==> config.mk <==
export PLATFORM = sky130hd
export DESIGN_NAME = uart_rx_ctrl_flat
export DESIGN_NICKNAME = d
export VERILOG_FILES = /design/src/rtl/uart_pkg.sv /design/src/rtl/uart_rx_ctrl_if.sv /design/src/rtl/uart_rx_fifo.sv /design/src/rtl/uart_rx_ctrl.sv /design/src/flat_wrapper.sv
export SDC_FILE = /design/constraint.sdc
export NUM_CORES = 1
export LEC_CHECK = 0
export ABC_AREA = 1
export BUFFER_PORTS_ARGS = -buffer_cell sky130_fd_sc_hd__buf_4
export CAP_MARGIN = 20
export CORE_MARGIN = 1.5
export CORE_UTILIZATION = 30
export DETAILED_ROUTE_END_ITERATION = 6
export HOLD_SLACK_MARGIN = 0.03
export REMOVE_ABC_BUFFERS = 1
export SYNTH_ARGS = -nofsm -noshare
export SYNTH_HDL_FRONTEND = slang
export SYNTH_SLANG_ARGS = --single-unit
==> constraint.sdc <==
create_clock -name clk -period 2.78 [get_ports clk]
set_input_delay 0 -clock clk [delete_from_list [all_inputs] [get_ports clk]]
set_output_delay 0 -clock clk [all_outputs]
set_load 0.05 [all_outputs]
==> src/rtl/uart_pkg.sv <==
// Shared definitions for the UART receive controller.
//   rx_state_e     : controller FSM states (off / hunting for idle line / running)
//   *_DEF          : default character format, must match the receive core
//   TIMEOUT_MULT   : idle timeout length in character times
package uart_pkg;

  localparam int unsigned DATA_BITS_DEF  = 8;
  localparam int unsigned OVERSAMPLE_DEF = 16;
  localparam int unsigned TIMEOUT_MULT   = 4;

  typedef enum logic [1:0] {
    StOff  = 2'd0,
    StHunt = 2'd1,
    StRun  = 2'd2
  } rx_state_e;

endpackage

==> src/rtl/uart_rx_ctrl_if.sv <==
// Receive byte stream (valid/ready).
//   m_data  : head byte, held stable while m_valid && !m_ready
//   m_valid : a byte is available
//   m_ready : consumer accepts the head byte this cycle
// master = producer (controller), slave = consumer.
interface uart_rx_ctrl_if #(
  parameter int unsigned DATA_BITS = 8
);
  logic [DATA_BITS-1:0] m_data;
  logic                 m_valid;
  logic                 m_ready;

  modport master (output m_data, output m_valid, input m_ready);
  modport slave  (input m_data, input m_valid, output m_ready);
endinterface

==> src/rtl/uart_rx_fifo.sv <==
// Synchronous first-word-fall-through FIFO.
//   clk, rst        : clock, asynchronous active-high reset
//   i_push, i_data  : write request and byte; ignored when full unless i_pop is also set
//   i_pop           : read request; ignored when empty
//   o_data          : head entry (valid while !o_empty)
//   o_full, o_empty : status
//   o_level         : exact entry count, 0..FIFO_DEPTH
module uart_rx_fifo #(
  parameter int unsigned DATA_BITS  = 8,
  parameter int unsigned FIFO_DEPTH = 8
) (
  input  logic                          clk,
  input  logic                          rst,
  input  logic                          i_push,
  input  logic [DATA_BITS-1:0]          i_data,
  input  logic                          i_pop,
  output logic [DATA_BITS-1:0]          o_data,
  output logic                          o_full,
  output logic                          o_empty,
  output logic [$clog2(FIFO_DEPTH):0]   o_level
);

  localparam int unsigned PtrW = $clog2(FIFO_DEPTH);
  localparam int unsigned LvlW = PtrW + 1;

  logic [DATA_BITS-1:0] r_mem [FIFO_DEPTH];
  logic [PtrW-1:0]      r_wr_ptr;
  logic [PtrW-1:0]      r_rd_ptr;
  logic [LvlW-1:0]      r_level;
  logic                 w_do_push;
  logic                 w_do_pop;

  assign o_empty   = (r_level == '0);
  assign o_full    = (r_level == LvlW'(FIFO_DEPTH));
  assign w_do_pop  = i_pop && !o_empty;
  // A full FIFO still accepts a write when the head leaves in the same cycle.
  assign w_do_push = i_push && (!o_full || w_do_pop);
  assign o_data    = r_mem[r_rd_ptr];
  assign o_level   = r_level;

  // Pointers are PtrW bits wide, so they wrap modulo the power-of-two depth.
  always_ff @(posedge clk or posedge rst) begin
    if (rst) begin
      for (int i = 0; i < int'(FIFO_DEPTH); i++) r_mem[i] <= '0;
      r_wr_ptr <= '0;
      r_rd_ptr <= '0;
      r_level  <= '0;
    end else begin
      if (w_do_push) begin
        r_mem[r_wr_ptr] <= i_data;
        r_wr_ptr        <= r_wr_ptr + PtrW'(1);
      end
      if (w_do_pop) r_rd_ptr <= r_rd_ptr + PtrW'(1);
      if (w_do_push && !w_do_pop)      r_level <= r_level + LvlW'(1);
      else if (w_do_pop && !w_do_push) r_level <= r_level - LvlW'(1);
    end
  end

endmodule

==> src/rtl/uart_rx_ctrl.sv <==
// Controller around the 16x-oversampling UART receive core.
//   clk, rst            : clock, asynchronous active-high reset
//   i_enable            : receiver enable
//   i_baud_div          : os_tick period minus one, in clk cycles
//   i_rx_pin            : raw asynchronous line
//   o_os_tick           : one-cycle oversample pulse to the core
//   o_rx_sync           : synchronized line to the core
//   o_core_rst          : core reset, released only once the line was seen idle
//   i_core_data/valid   : byte from the core
//   i_core_ferr         : core framing-error level
//   m_if                : received-byte stream (FWFT FIFO head)
//   o_fifo_level        : FIFO occupancy
//   o_overrun           : sticky, a byte was dropped on a full FIFO
//   o_ferr_sticky/count : sticky framing error flag and saturating count
//   i_clr_status        : clears the status; a coincident event wins
//   o_idle_to           : idle-timeout pulse, built only with UART_RX_CTRL_TIMEOUT_EN
module uart_rx_ctrl
  import uart_pkg::*;
#(
  parameter int unsigned DATA_BITS   = DATA_BITS_DEF,
  parameter int unsigned OVERSAMPLE  = OVERSAMPLE_DEF,
  parameter int unsigned DIV_W       = 16,
  parameter int unsigned FIFO_DEPTH  = 8,
  parameter int unsigned SYNC_STAGES = 2
) (
  input  logic                        clk,
  input  logic                        rst,
  input  logic                        i_enable,
  input  logic [DIV_W-1:0]            i_baud_div,
  input  logic                        i_rx_pin,
  output logic                        o_os_tick,
  output logic                        o_rx_sync,
  output logic                        o_core_rst,
  input  logic [DATA_BITS-1:0]        i_core_data,
  input  logic                        i_core_valid,
  input  logic                        i_core_ferr,
  uart_rx_ctrl_if.master              m_if,
  output logic [$clog2(FIFO_DEPTH):0] o_fifo_level,
  output logic                        o_overrun,
  output logic                        o_ferr_sticky,
  output logic [7:0]                  o_ferr_count,
  input  logic                        i_clr_status,
  output logic                        o_idle_to
);

  localparam int unsigned IdleW = $clog2(OVERSAMPLE) + 1;

  // Oversample tick generator.
  logic [DIV_W-1:0] r_tick_cnt;
  logic             r_os_tick;

  always_ff @(posedge clk or posedge rst) begin
    if (rst) begin
      r_tick_cnt <= '0;
      r_os_tick  <= 1'b0;
    end else if (!i_enable) begin
      r_tick_cnt <= '0;
      r_os_tick  <= 1'b0;
    end else if (r_tick_cnt >= i_baud_div) begin
      // >= so a divisor lowered below the running count ticks immediately.
      r_tick_cnt <= '0;
      r_os_tick  <= 1'b1;
    end else begin
      r_tick_cnt <= r_tick_cnt + DIV_W'(1);
      r_os_tick  <= 1'b0;
    end
  end

  assign o_os_tick = r_os_tick;

  // Line synchronizer, reset to the idle (mark) level.
  logic [SYNC_STAGES-1:0] r_sync;

  always_ff @(posedge clk or posedge rst) begin
    if (rst) r_sync <= '1;
    else     r_sync <= {r_sync[SYNC_STAGES-2:0], i_rx_pin};
  end

  assign o_rx_sync = r_sync[SYNC_STAGES-1];

  // Controller FSM: wait for OVERSAMPLE consecutive idle-high ticks before running the core.
  rx_state_e        r_state, w_state_d;
  logic [IdleW-1:0] r_idle_cnt, w_idle_cnt_d;
  logic             r_core_rst;

  always_ff @(posedge clk or posedge rst) begin
    if (rst) begin
      r_state    <= StOff;
      r_idle_cnt <= '0;
      r_core_rst <= 1'b1;
    end else begin
      r_state    <= w_state_d;
      r_idle_cnt <= w_idle_cnt_d;
      r_core_rst <= (r_state != StRun);
    end
  end

  always_comb begin
    w_state_d    = r_state;
    w_idle_cnt_d = r_idle_cnt;
    case (r_state)
      StOff: begin
        w_idle_cnt_d = '0;
        if (i_enable) w_state_d = StHunt;
      end
      StHunt: begin
        // Disabling while hunting falls back to off rather than waiting forever.
        if (!i_enable) begin
          w_state_d    = StOff;
          w_idle_cnt_d = '0;
        end else if (r_os_tick) begin
          if (!o_rx_sync)                                 w_idle_cnt_d = '0;
          else if (r_idle_cnt == IdleW'(OVERSAMPLE - 1)) w_state_d    = StRun;
          else                                            w_idle_cnt_d = r_idle_cnt + IdleW'(1);
        end
      end
      StRun: begin
        if (!i_enable) w_state_d = StOff;
      end
      default: w_state_d = StOff;
    endcase
  end

  assign o_core_rst = r_core_rst;

  // Receive FIFO. Leaving RUN does not flush it; the consumer keeps draining.
  logic                 w_full, w_empty, w_pop, w_push_req, w_push_ok, w_drop;
  logic [DATA_BITS-1:0] w_fifo_data;

  assign w_pop      = m_if.m_valid && m_if.m_ready;
  assign w_push_req = i_core_valid && (r_state == StRun);
  assign w_push_ok  = w_push_req && (!w_full || w_pop);
  assign w_drop     = w_push_req && w_full && !w_pop;

  uart_rx_fifo #(
    .DATA_BITS  (DATA_BITS),
    .FIFO_DEPTH (FIFO_DEPTH)
  ) u_fifo (
    .clk     (clk),
    .rst     (rst),
    .i_push  (w_push_ok),
    .i_data  (i_core_data),
    .i_pop   (w_pop),
    .o_data  (w_fifo_data),
    .o_full  (w_full),
    .o_empty (w_empty),
    .o_level (o_fifo_level)
  );

  assign m_if.m_data  = w_fifo_data;
  assign m_if.m_valid = !w_empty;

  // Sticky status; an event coincident with clear takes precedence.
  logic       r_ferr_prev, r_overrun, r_ferr_sticky;
  logic [7:0] r_ferr_count;
  logic       w_ferr_rise;

  assign w_ferr_rise = i_core_ferr && !r_ferr_prev;

  always_ff @(posedge clk or posedge rst) begin
    if (rst) begin
      r_ferr_prev   <= 1'b0;
      r_overrun     <= 1'b0;
      r_ferr_sticky <= 1'b0;
      r_ferr_count  <= '0;
    end else begin
      r_ferr_prev <= i_core_ferr;
      if (w_drop)            r_overrun <= 1'b1;
      else if (i_clr_status) r_overrun <= 1'b0;
      if (w_ferr_rise) begin
        r_ferr_sticky <= 1'b1;
        if (i_clr_status)               r_ferr_count <= 8'd1;
        else if (r_ferr_count != 8'hFF) r_ferr_count <= r_ferr_count + 8'd1;
      end else if (i_clr_status) begin
        r_ferr_sticky <= 1'b0;
        r_ferr_count  <= '0;
      end
    end
  end

  assign o_overrun     = r_overrun;
  assign o_ferr_sticky = r_ferr_sticky;
  assign o_ferr_count  = r_ferr_count;

`ifdef UART_RX_CTRL_TIMEOUT_EN
  localparam int unsigned ToLimit = TIMEOUT_MULT * (DATA_BITS + 2) * OVERSAMPLE;
  localparam int unsigned ToW     = $clog2(ToLimit + 1);

  logic [ToW-1:0] r_to_cnt;
  logic           r_idle_to;
  logic           w_to_clr;

  assign w_to_clr = w_push_ok || w_empty;

  // Counter parks at ToLimit so each idle period yields a single pulse.
  always_ff @(posedge clk or posedge rst) begin
    if (rst) begin
      r_to_cnt  <= '0;
      r_idle_to <= 1'b0;
    end else begin
      r_idle_to <= !w_to_clr && r_os_tick && (r_to_cnt == ToW'(ToLimit - 1));
      if (w_to_clr)                                    r_to_cnt <= '0;
      else if (r_os_tick && r_to_cnt != ToW'(ToLimit)) r_to_cnt <= r_to_cnt + ToW'(1);
    end
  end

  assign o_idle_to = r_idle_to;
`else
  assign o_idle_to = 1'b0;
`endif

endmodule

==> src/flat_wrapper.sv <==
// flat-port wrapper written by rule: the top's interface ports become plain ports
module uart_rx_ctrl_flat import uart_pkg::*;
#(
  parameter int unsigned DATA_BITS   = DATA_BITS_DEF,
  parameter int unsigned OVERSAMPLE  = OVERSAMPLE_DEF,
  parameter int unsigned DIV_W       = 16,
  parameter int unsigned FIFO_DEPTH  = 8,
  parameter int unsigned SYNC_STAGES = 2
)
  (clk, rst, i_enable, i_baud_div, i_rx_pin, o_os_tick, o_rx_sync, o_core_rst, i_core_data, i_core_valid, i_core_ferr, o_fifo_level, o_overrun, o_ferr_sticky, o_ferr_count, i_clr_status, o_idle_to, m_if_m_data, m_if_m_valid, m_if_m_ready);
  uart_rx_ctrl_if #(.DATA_BITS(DATA_BITS)) m_if_i ();
  input  logic clk;
  input  logic rst;
  input  logic i_enable;
  input  logic [DIV_W-1:0] i_baud_div;
  input  logic i_rx_pin;
  output logic o_os_tick;
  output logic o_rx_sync;
  output logic o_core_rst;
  input  logic [DATA_BITS-1:0] i_core_data;
  input  logic i_core_valid;
  input  logic i_core_ferr;
  output logic [$clog2(FIFO_DEPTH):0] o_fifo_level;
  output logic o_overrun;
  output logic o_ferr_sticky;
  output logic [7:0] o_ferr_count;
  input  logic i_clr_status;
  output logic o_idle_to;
  output wire logic [$bits(m_if_i.m_data)-1:0] m_if_m_data;
  output wire logic [$bits(m_if_i.m_valid)-1:0] m_if_m_valid;
  input wire logic [$bits(m_if_i.m_ready)-1:0] m_if_m_ready;
  assign m_if_m_data = m_if_i.m_data;
  assign m_if_m_valid = m_if_i.m_valid;
  assign m_if_i.m_ready = m_if_m_ready;
  uart_rx_ctrl #(.DATA_BITS(DATA_BITS), .OVERSAMPLE(OVERSAMPLE), .DIV_W(DIV_W), .FIFO_DEPTH(FIFO_DEPTH), .SYNC_STAGES(SYNC_STAGES)) u_core (.clk(clk), .rst(rst), .i_enable(i_enable), .i_baud_div(i_baud_div), .i_rx_pin(i_rx_pin), .o_os_tick(o_os_tick), .o_rx_sync(o_rx_sync), .o_core_rst(o_core_rst), .i_core_data(i_core_data), .i_core_valid(i_core_valid), .i_core_ferr(i_core_ferr), .m_if(m_if_i), .o_fifo_level(o_fifo_level), .o_overrun(o_overrun), .o_ferr_sticky(o_ferr_sticky), .o_ferr_count(o_ferr_count), .i_clr_status(i_clr_status), .o_idle_to(o_idle_to));
endmodule
==> results.sh <==
export IMPL_status="finished, final reports clean"
export IMPL_ys_warn_count=0
export IMPL_synthFlopType="dfrtp_1"
export IMPL_power_density_mw_per_mm2=721
export IMPL_worst_setup_path_startpoint="u_core.u_fifo.o_level[0]$_DFFE_PP0P_"
export IMPL_clkTransAtPathRegs_ns=0.07
export IMPL_cts_resized=0
export IMPL_core_mm2=0.0189
export IMPL_grt_max_degree=83
export IMPL_first_global_vias=4345
export IMPL_rows=50
export IMPL_setup_worst_path_start_class="register"
export IMPL_layout_drive_gt1_share_pct=16.3
export IMPL_max_clock_path_buffers=2
export IMPL_path_buf_inv=2
export IMPL_worst_path_stages=13
export IMPL_dp_final_hpwl_um=8670
export IMPL_die_h_um=142
export IMPL_wl_per_cell_um=13.0
export IMPL_synth_edf_count=0
export IMPL_num_antenna_cells=0
export IMPL_async_flop_share_pct=100
export IMPL_num_io_pins=59
export IMPL_area_growth_synth_to_final_pct=18.5
export IMPL_wl_met3_um=403
export IMPL_slew_viol_final=0
export IMPL_slowest_delay_ns=0.44
export IMPL_p_seq_share_pct=37.3
export IMPL_clock_sinks=112
export IMPL_r2r_cells=13
export IMPL_initial_utilization_pct=30.9
export IMPL_synth_cell_type_count=39
export IMPL_p_clk_share_pct=27.1
export IMPL_required_ns=3.03
export IMPL_critical_path_slowest_cell="dfrtp_1"
export IMPL_period_share_pct=87.5
export IMPL_drt_iter0_drc=361
export IMPL_wl_met2_um=6090
export IMPL_grt_overflow_total=0
export IMPL_synth_area_per_cell_um2=8.58
export IMPL_yosys_top_cells_area="dfrtp_1, nand2_1, ha_1"
export IMPL_drt_drc_violations_left=0
export IMPL_cts_tree="yes"
export IMPL_antenna_found_initial=0
export IMPL_gp_congestion=0.779
export IMPL_r2r_end="u_core.u_fifo.o_level[3]$_DFFE_PP0P_"
export IMPL_finalPower_mw=4.98
export IMPL_htreeDepth=3
export IMPL_cp_cell_sequence="nor2_1, nand3_1, nand2_4, inv_4, ha_1, inv_1, ha_1, a21oi_1, nand2_1, a21oi_1, o21ai_0, nand2_1, nand2_1"
export IMPL_internal_power_mw=3.00
export IMPL_hold_viol=0
export IMPL_finalNetCount=801
export IMPL_power_frac_comb_pct=35.7
export IMPL_p_sw_mw=1.98
export IMPL_viasPerCell=4.50
export IMPL_drt_antenna_violating_nets=0
export IMPL_die_area_mm2=0.0203
export IMPL_yosys_register_bits=112
export IMPL_grt_usage_pct=13.9
export IMPL_wirelength_um=13100
export IMPL_fmax_ghz=0.411
export IMPL_synth_top_area_cell="dfrtp_1"
export IMPL_final_min_clock_period_ns=2.43
export IMPL_rsz0062_at_grt="false"
export IMPL_chipWidth_um=142
export IMPL_regToRegSetupSlack_ns=0.35
export IMPL_leakagePower_nw=3.26
export IMPL_maxSlewHeadroom_pct=55.4
export IMPL_seq_area_frac_synth_pct=48.1
export IMPL_vias=4538
export IMPL_netlist_instances=680
export IMPL_cp_end_kind="register"
export IMPL_fin_hold_ws_ns=0.0364
export IMPL_setup_violations=0
export IMPL_irDropWorstVdd_mv=0.426
export IMPL_crit_type="reg -> reg"
export IMPL_hp_class="in -> reg"
export IMPL_cap_viol_max_count=0
export IMPL_cpMostUsedCell="nand2_1"
export IMPL_synth_top_area_share_pct=46.8
export IMPL_cp_max_fo=8
export IMPL_wl_met1_um=6370
export IMPL_first_pass_iters=4
export IMPL_worstMarginPinSlew_ns=0.667
export IMPL_clock_skew_ns=0.00755
export IMPL_clk_latency_ns=0.36
export IMPL_cp_data_arrival_time_ns=2.68
export IMPL_r2r_start="u_core.u_fifo.o_level[0]$_DFFE_PP0P_"
export IMPL_crit_family="simple AND/OR/NAND/NOR gates"
export IMPL_io_buffers=57
export IMPL_cts_root_buf="clkbuf_16"
export IMPL_highest_layer="met4"
export IMPL_synth_area_mm2=0.00583
export IMPL_swShare_pct=39.8
export IMPL_numCtsBuffers=9
export IMPL_endpoint="u_core.u_fifo.o_level[3]$_DFFE_PP0P_"
export IMPL_grt_pass1_wl_um=22100
## metrics by stage
| step | util (%) | setup TNS (ns) | std cells | instance area (um2) | worst slack (ns) |
|---|---|---|---|---|---|
| after floorplan | - | -18.99 | 661 | 5700 | -0.174 |
| after global placement | 34.4 | 0 | 983 | 6490 | 0.415 |
| after detailed placement | 34.4 | 0 | 983 | 6490 | 0.348 |
| after CTS | 36.4 | 0 | 1007 | 6880 | 0.339 |
| after global routing | 36.6 | 0 | 1008 | 6910 | 0.104 |
| final | 36.6 | 0 | 1008 | 6910 | 0.348 |
## cell usage in the layout (no fill, tap or decap), types with 2 or more instances in the layout
master | netlist | routed
a21oi_1 | 22 | 22
a31oi_1 | 9 | 9
buf_4 | 2 | 62
clkbuf_16 | 0 | 9
clkbuf_8 | 0 | 2
clkinv_2 | 0 | 2
clkinvlp_4 | 0 | 2
dfrtp_1 | 109 | 109
dfstp_2 | 3 | 3
dlygate4sd3_1 | 0 | 8
ha_1 | 25 | 25
inv_1 | 61 | 60
inv_2 | 6 | 6
inv_4 | 1 | 2
nand2_1 | 158 | 158
nand2_4 | 2 | 2
nand3_1 | 18 | 18
nand3_4 | 4 | 4
nand3b_1 | 2 | 2
nand4_1 | 5 | 5
nand4_4 | 3 | 3
nor2_1 | 83 | 83
nor3_1 | 5 | 5
o211ai_1 | 2 | 2
o21ai_0 | 35 | 35
o21ai_1 | 56 | 56
o21ai_2 | 19 | 19
o22ai_1 | 2 | 2
xnor2_1 | 7 | 7
xor2_1 | 13 | 13
## how the worst min path moves through the flow
stage | from | to | slack (ns) | cells after the start
6_report | i_core_data[0] | u_core.u_fifo.r_mem[32]$_DFFE_PP0P_ | 0.04 | 3
2_1_floorplan | i_rx_pin | u_core.r_sync[0]$_DFF_PP1_ | 0.004 | 0
3_5_place_dp | i_rx_pin | u_core.r_sync[0]$_DFF_PP1_ | 0.11 | 1
3_3_place_gp | i_rx_pin | u_core.r_sync[0]$_DFF_PP1_ | 0.11 | 1
5_1_grt | i_core_data[4] | u_core.u_fifo.r_mem[28]$_DFFE_PP0P_ | 0.07 | 3
4_1_cts | i_core_data[4] | u_core.u_fifo.r_mem[60]$_DFFE_PP0P_ | 0.04 | 3
## cell families after synthesis
kind of cell | after synthesis | synth area share (%)
AO/OA/AOI/OAI | 147 | 14.3
adder cells (fa/ha/maj) | 26 | 5.71
flip-flops | 112 | 48.1
other | 1 | 0.0643
multiplexers | 2 | 0.365
AND/OR/NAND/NOR | 284 | 21.7
XOR/XNOR | 20 | 3.00
buffers and inverters | 88 | 6.76
## power by group through the flow
stage,Sequential [mW],Combinational (mW),Clock [mW]
finish,1.86,1.78,1.35
global route,1.87,1.96,1.44
detailed placement,1.89,1.78,0
global placement,1.88,1.78,0
CTS,1.86,1.80,1.38
floorplan,2.01,1.06,0
## worst reg2reg max path, delay by kind of cell (launching register included)
family	cells	cell delay (ns)
AO/OA/AOI/OAI	3	0.44
adder cells (fa/ha/maj)	2	0.50
buffers and inverters	2	0.25
flip-flops	1	0.44
AND/OR/NAND/NOR	6	0.71
## timing repair
item,in CTS,in global routing
hold endpoints to repair,91,0
buffers inserted,0,0
hold buffers,8,0
## layout make-up
cell class | count | area, um2
clock buffer | 11 | 253
tap | 260 | 325
multi-input combinational | 480 | 2630
clock inverter | 5 | 55.1
inverter | 69 | 264
fill | 1979 | 12000
sequential | 112 | 2810
timing repair buffer | 71 | 573
## cells in the mapped netlist (5+ instances only)
cell and n:
o21ai_1 56, ha_1 25, xor2_1 13, nor2_1 83, inv_1 61, o21ai_0 35, nand3_1 18, a21oi_1 22
nand4_1 5, inv_2 6, o21ai_2 19, nand2_1 158, buf_6 7, clkbuf_1 9, a31oi_1 9, dfrtp_1 109
xnor2_1 7, nor3_1 5
## registers in the layout (all words and copies together) (netlist names), 2 cells and up
name / count
u_core.u_fifo.r_mem: 64
u_core.u_fifo.o_level: 4
u_core.o_ferr_count: 8
u_core.u_fifo.r_rd_ptr: 3
u_core.r_state: 2
u_core.r_sync: 2
u_core.r_idle_cnt: 5
u_core.u_fifo.r_wr_ptr: 3
u_core.r_tick_cnt: 16
## routing by layer
layer	vias up	track usage (%)
met1	2111	18.5
met4	0	5.32
met2	61	22.6
met5	-	0
li1	2350	-
met3	16	2.36
No activity file was read; power rests on OpenSTA's default activity.
